===== src/rtl/mfp_ahb_loader_arbiter.sv =====
// Hands the shared AHB fabric between the CPU master and the SREC loader byte stream.
// Loader bytes are queued, issued as single byte writes, and the stalled CPU gets its captured response replayed.
module mfp_ahb_loader_arbiter #(
    parameter int         FIFO_DEPTH   = 4,
    parameter logic [3:0] LOADER_HPROT = 4'b0011
) (
    input  logic        HCLK,
    input  logic        HRESETn,
    input  logic [31:0] CPU_HADDR,
    input  logic [31:0] CPU_HWDATA,
    input  logic [2:0]  CPU_HBURST,
    input  logic [2:0]  CPU_HSIZE,
    input  logic [3:0]  CPU_HPROT,
    input  logic [1:0]  CPU_HTRANS,
    input  logic        CPU_HWRITE,
    input  logic        CPU_HMASTLOCK,
    output logic [31:0] CPU_HRDATA,
    output logic        CPU_HREADY,
    output logic        CPU_HRESP,
    input  logic        in_progress,
    input  logic [31:0] write_address,
    input  logic [7:0]  write_byte,
    input  logic        write_enable,
    output logic [31:0] M_HADDR,
    output logic [31:0] M_HWDATA,
    output logic [2:0]  M_HBURST,
    output logic [2:0]  M_HSIZE,
    output logic [3:0]  M_HPROT,
    output logic [1:0]  M_HTRANS,
    output logic        M_HWRITE,
    output logic        M_HMASTLOCK,
    input  logic [31:0] S_HRDATA,
    input  logic        S_HREADY,
    input  logic        S_HRESP,
    output logic        grant_loader,
    output logic [4:0]  fifo_level,
    output logic        loader_overflow
);

    localparam int               PTR_W         = $clog2(FIFO_DEPTH);
    localparam logic [PTR_W-1:0] PTR_ONE       = PTR_W'(1);
    localparam logic [PTR_W-1:0] PTR_ZERO      = PTR_W'(0);
    localparam logic [4:0]       LEVEL_FULL    = 5'(FIFO_DEPTH);
    localparam logic [1:0]       HTRANS_IDLE   = 2'b00;
    localparam logic [1:0]       HTRANS_NONSEQ = 2'b10;
    localparam logic [2:0]       HSIZE_BYTE    = 3'b000;
    localparam logic [2:0]       HBURST_SINGLE = 3'b000;

    typedef enum logic [1:0] {
        ST_CPU    = 2'd0,
        ST_LOAD   = 2'd1,
        ST_REPLAY = 2'd2
    } state_t;

    state_t           state_r;
    state_t           state_s;
    logic [39:0]      fifo_mem_r [FIFO_DEPTH];
    logic [PTR_W-1:0] wr_ptr_r;
    logic [PTR_W-1:0] rd_ptr_r;
    logic [4:0]       count_r;
    logic             overflow_r;
    logic             owner_r;
    logic [7:0]       data_r;
    logic [31:0]      replay_rdata_r;
    logic             replay_resp_r;

    logic             empty_s;
    logic             full_s;
    logic             load_req_s;
    logic             pop_s;
    logic             push_s;
    logic             drop_s;
    logic             switch_s;
    logic [39:0]      head_s;

    // FIFO status and the handshake decisions shared by the state machine and storage
    always_comb begin
        empty_s    = (count_r == 5'd0);
        full_s     = (count_r == LEVEL_FULL);
        head_s     = fifo_mem_r[rd_ptr_r];
        load_req_s = in_progress | ~empty_s;
        pop_s      = (state_r == ST_LOAD) & ~empty_s & S_HREADY;
        // a full FIFO still accepts when the head leaves in the same cycle
        push_s     = write_enable & (~full_s | pop_s);
        drop_s     = write_enable & full_s & ~pop_s;
        // the handover is held off while reset is asserted so outputs stay pure passthrough
        switch_s   = (state_r == ST_CPU) & load_req_s & S_HREADY & HRESETn;
    end

    // Next state and bus steering; defaults are the plain CPU passthrough
    always_comb begin
        state_s      = state_r;
        M_HADDR      = CPU_HADDR;
        M_HWDATA     = owner_r ? {4{data_r}} : CPU_HWDATA;
        M_HBURST     = CPU_HBURST;
        M_HSIZE      = CPU_HSIZE;
        M_HPROT      = CPU_HPROT;
        M_HTRANS     = CPU_HTRANS;
        M_HWRITE     = CPU_HWRITE;
        M_HMASTLOCK  = CPU_HMASTLOCK;
        CPU_HRDATA   = S_HRDATA;
        CPU_HREADY   = S_HREADY;
        CPU_HRESP    = S_HRESP;
        grant_loader = 1'b0;
        case (state_r)
            ST_CPU: begin
                if (switch_s) begin
                    M_HTRANS   = HTRANS_IDLE;
                    CPU_HREADY = 1'b0;
                    CPU_HRESP  = 1'b0;
                    state_s    = ST_LOAD;
                end else begin
                    state_s    = ST_CPU;
                end
            end
            ST_LOAD: begin
                grant_loader = 1'b1;
                CPU_HREADY   = 1'b0;
                CPU_HRESP    = 1'b0;
                M_HADDR      = head_s[39:8];
                M_HBURST     = HBURST_SINGLE;
                M_HSIZE      = HSIZE_BYTE;
                M_HPROT      = LOADER_HPROT;
                M_HWRITE     = 1'b1;
                M_HMASTLOCK  = 1'b0;
                if (empty_s) begin
                    M_HTRANS = HTRANS_IDLE;
                end else begin
                    M_HTRANS = HTRANS_NONSEQ;
                end
                if (!in_progress && empty_s && S_HREADY) begin
                    state_s = ST_REPLAY;
                end else begin
                    state_s = ST_LOAD;
                end
            end
            ST_REPLAY: begin
                CPU_HREADY = 1'b1;
                CPU_HRDATA = replay_rdata_r;
                CPU_HRESP  = replay_resp_r;
                state_s    = ST_CPU;
            end
            default: begin
                state_s = ST_CPU;
            end
        endcase
    end

    // FIFO storage, one {address, byte} record per entry
    always_ff @(posedge HCLK or negedge HRESETn) begin
        if (!HRESETn) begin
            for (int i = 0; i < FIFO_DEPTH; i++) begin
                fifo_mem_r[i] <= 40'h00_0000_0000;
            end
        end else if (push_s) begin
            fifo_mem_r[wr_ptr_r] <= {write_address, write_byte};
        end
    end

    // FIFO pointers, occupancy and the sticky drop flag
    always_ff @(posedge HCLK or negedge HRESETn) begin
        if (!HRESETn) begin
            wr_ptr_r   <= PTR_ZERO;
            rd_ptr_r   <= PTR_ZERO;
            count_r    <= 5'd0;
            overflow_r <= 1'b0;
        end else begin
            if (push_s) begin
                wr_ptr_r <= wr_ptr_r + PTR_ONE;
            end
            if (pop_s) begin
                rd_ptr_r <= rd_ptr_r + PTR_ONE;
            end
            case ({push_s, pop_s})
                2'b10:   count_r <= count_r + 5'd1;
                2'b01:   count_r <= count_r - 5'd1;
                default: count_r <= count_r;
            endcase
            if (drop_s) begin
                overflow_r <= 1'b1;
            end
        end
    end

    // Ownership state, data-phase owner, loader write data and the CPU response held for replay
    always_ff @(posedge HCLK or negedge HRESETn) begin
        if (!HRESETn) begin
            state_r        <= ST_CPU;
            owner_r        <= 1'b0;
            data_r         <= 8'h00;
            replay_rdata_r <= 32'h0000_0000;
            replay_resp_r  <= 1'b0;
        end else begin
            state_r <= state_s;
            if (S_HREADY) begin
                owner_r <= (state_r == ST_LOAD);
            end
            if (pop_s) begin
                data_r <= head_s[7:0];
            end
            if (switch_s) begin
                replay_rdata_r <= S_HRDATA;
                replay_resp_r  <= S_HRESP;
            end
        end
    end

    assign fifo_level      = count_r;
    assign loader_overflow = overflow_r;

endmodule


===== config.mk =====
export PLATFORM = sky130hd
export DESIGN_NAME = mfp_ahb_loader_arbiter
export DESIGN_NICKNAME = d
export VERILOG_FILES = /design/src/rtl/mfp_ahb_loader_arbiter.sv
export SDC_FILE = /design/constraint.sdc
export NUM_CORES = 1
export LEC_CHECK = 0
export BUFFER_PORTS_ARGS = -buffer_cell sky130_fd_sc_hd__buf_2
export CORE_UTILIZATION = 40
export CTS_CLUSTER_SIZE = 40
export DETAILED_ROUTE_END_ITERATION = 12
export GPL_ROUTABILITY_DRIVEN = 0
export MAX_ROUTING_LAYER = met4
export PLACE_DENSITY = 0.73
export REMOVE_ABC_BUFFERS = 1
export SYNTH_ARGS = -nofsm -noshare
export SYNTH_HDL_FRONTEND = slang
export SYNTH_SLANG_ARGS = --single-unit

===== constraint.sdc =====
create_clock -name HCLK -period 6.5 [get_ports HCLK]
set_clock_uncertainty 0.1 [all_clocks]
set_input_delay 1.3 -clock HCLK [delete_from_list [all_inputs] [get_ports HCLK]]
set_output_delay 1.3 -clock HCLK [all_outputs]
set_load 0.1 [all_outputs]

==> impl_metrics.toml <==
[place]
dp_hpwl_mm = 15.48
dp_cells = 1338
postPlaceCellArea_um2 = 12700
numPortBuffers = 274

[clock_tree]
cts_sinks = 214
htree_levels = 1
path_clk_slew_ns = 0.06
ctsLongestPathBuffers = 3
numCtsBuffers = 25
root_buffer = "clkbuf_16"
cts_tree = "yes"
cts_setup_buffers = 0
clk_latency_ns = 0.50
holdBufCountCts = 0
ctsResizeCount = 0

[drt]
drt-vias-per-instance = 4.836
vias = 6688
first_iter_violations = 200
ant_nets = 0
drc_errors = 0
first_pass_iters = 4
drt_wl_total_mm = 24.35
wl_per_cell_um = 17.61

[layout]
final_cells = 1383
fin_area_um2 = 13500
drive_gt1_frac = 0.6345
syn2layout_area_growth_pct = 19.66
fin_util = 0.4860
final_nets = 1150

[floorplanning]
die_x_um = 170.0
rows = 61
core_area_um2 = 27780
start_util = 0.4061
die_area_um2 = 28880
die_h_um = 170.0
io_pins = 275

[global_routing]
antenna_found_initial = 1
grt_max_degree = 79
grt_pass1_vias = 6976
grt-ovfl-total = 0
grt_pass1_wl_mm = 38.00
grtUsageTotal = 0.1718

[worst_setup_path]
cp_slowest_cell = "a2111oi_4"
cp.buffers_inverters = 3
path_max_fanout = 78
cp_data_arrival_time_ns = 3.47
cp-start-kind = "input port"
crit_required_ns = 5.10
critPathMaxStageDelay_ns = 0.58
cp_top_family = "buffers and inverters"
crit_chain = "buf_8 > nand2_1 > a2111oi_4 > buf_4 > o21ai_0 > buf_2"
crit_type = "in2out"
endpoint_kind = "primary output"

[logic_synthesis]
yosys_warnings = 0
synth_async_sr_flop_share = 1.000
yosys.area.top_type_share = 0.4746
synth_most_common_cell = "dfrtp_1"
syn_area_um2 = 11280
syn_area_per_cell_um2 = 15.46
ys_seq_area_frac = 0.4746
synth_ff_type = "dfrtp_1"
synth_edf_count = 0
synth.distinct_cells = 36
synth_common_cells = "dfrtp_1, mux2_4, mux2_2, inv_1, mux4_2"
synth_cells = 730
yosys-top-cells-area = "dfrtp_1, mux2_4, mux2_2"
ys_ff_latch = 214
synth.largest_area_cell = "dfrtp_1"

[min_path]
hold_class = "reg2reg"

[sta]
fmax_mhz = 205.3
tightest_slew_ns = 0.9905
finalHoldViolations = 0
setup_viol_count_final = 0
slew_headroom = 0.3397
period_minus_slack_ns = 4.872
slew_violations = 0
period_share = 0.7495
grt_setup_unrepaired = "no"

[job]
maxCapViolations = 0

[status]
status = "completed"
## layout make-up
class / count / area [µm²]
Clock buffer: 38 / 714.4
Clock inverter: 6 / 82.58
Tap cell: 378 / 473.0
Fill cell: 2438 / 14280
Sequential cell: 214 / 5360
Multi-Input combinational cell: 425 / 5285
Timing Repair Buffer: 281 / 1434
Inverter: 40 / 150.1
Antenna cell: 1 / 2.502
## per-layer routing
layer	vias up	global-route usage	wire length (µm)
met2	189	0.2842	11890
met3	39	0.02302	1123
met4	0	0.05445	610
met5	-	-	0
li1	3113	-	-
met1	3347	0.2187	10730
## state kept, by name, indices dropped and copies added, names as in the netlist
| register | cells |
|---|---|
| data_r | 8 |
| fifo_mem_r | 160 |
| replay_rdata_r | 32 |
| replay_resp_r | 1 |
| owner_r | 1 |
| state_r | 2 |
| wr_ptr_r | 2 |
| fifo_level | 5 |
| rd_ptr_r | 2 |
| loader_overflow | 1 |
## logic make-up (layout without fill, tap and decap cells)
logic type | after synthesis | after routing | share of synthesized area
AOI/OAI and AO/OA | 52 | 52 | 0.02850
xor gates and xnor gates | 9 | 9 | 0.006986
adders and majority gates | 7 | 7 | 0.007762
buffers and inverters | 91 | 365 | 0.05788
DFF | 214 | 214 | 0.4746
muxes | 307 | 307 | 0.3995
other | 0 | 1 | 0
and+or+nand+nor | 50 | 50 | 0.02473
## placed cells by master (no fill, tap or decap), types with 3 or more instances in the layout
| master | instances |
|---|---|
| clkbuf_16 | 25 |
| nor2b_1 | 9 |
| dfrtp_1 | 212 |
| buf_4 | 7 |
| xor2_1 | 4 |
| clkbuf_1 | 9 |
| ha_1 | 7 |
| o21ai_0 | 37 |
| a21oi_1 | 5 |
| buf_2 | 273 |
| clkinv_2 | 3 |
| mux2_4 | 160 |
| and2_4 | 4 |
| or2_2 | 3 |
| xnor2_1 | 5 |
| clkbuf_8 | 4 |
| nand2_1 | 17 |
| mux2_2 | 107 |
| inv_1 | 40 |
| mux4_2 | 40 |
| nor2_1 | 6 |
## final timing paths
check | from | to | slack, ns | cells past startpoint
min in group asynchronous | HRESETn | loader_overflow$_DFFE_PN0P_ | 0.67 | 1
min | loader_overflow$_DFFE_PN0P_ | loader_overflow$_DFFE_PN0P_ | 0.38 | 1
max reg2reg | fifo_level[1]$_DFFE_PN0P_ | fifo_level[4]$_DFFE_PN0P_ | 3.57 | 10
min reg2reg | loader_overflow$_DFFE_PN0P_ | loader_overflow$_DFFE_PN0P_ | 0.38 | 1
max in group asynchronous | HRESETn | fifo_mem_r[156]$_DFFE_PN0P_ | 4.29 | 2
max | HRESETn | CPU_HRESP | 1.63 | 6
## metrics by stage
| stage | setup TNS, ns | setup slack [ns] | hold slack (ns) |
|---|---|---|---|
| after floorplan | -0.1425 | -0.01583 | 0.3750 |
| after CTS | 0 | 1.580 | 0.3892 |
| after global routing | 0 | 1.392 | 0.4164 |
| after detailed placement | 0 | 1.595 | 0.3682 |
| final | 0 | 1.628 | 0.3797 |
| after global placement | 0 | 1.577 | 0.3556 |
Power is left out: the tool's default activity adds up to more than one toggle a clock period on the data nets, which glitch-free logic cannot reach.
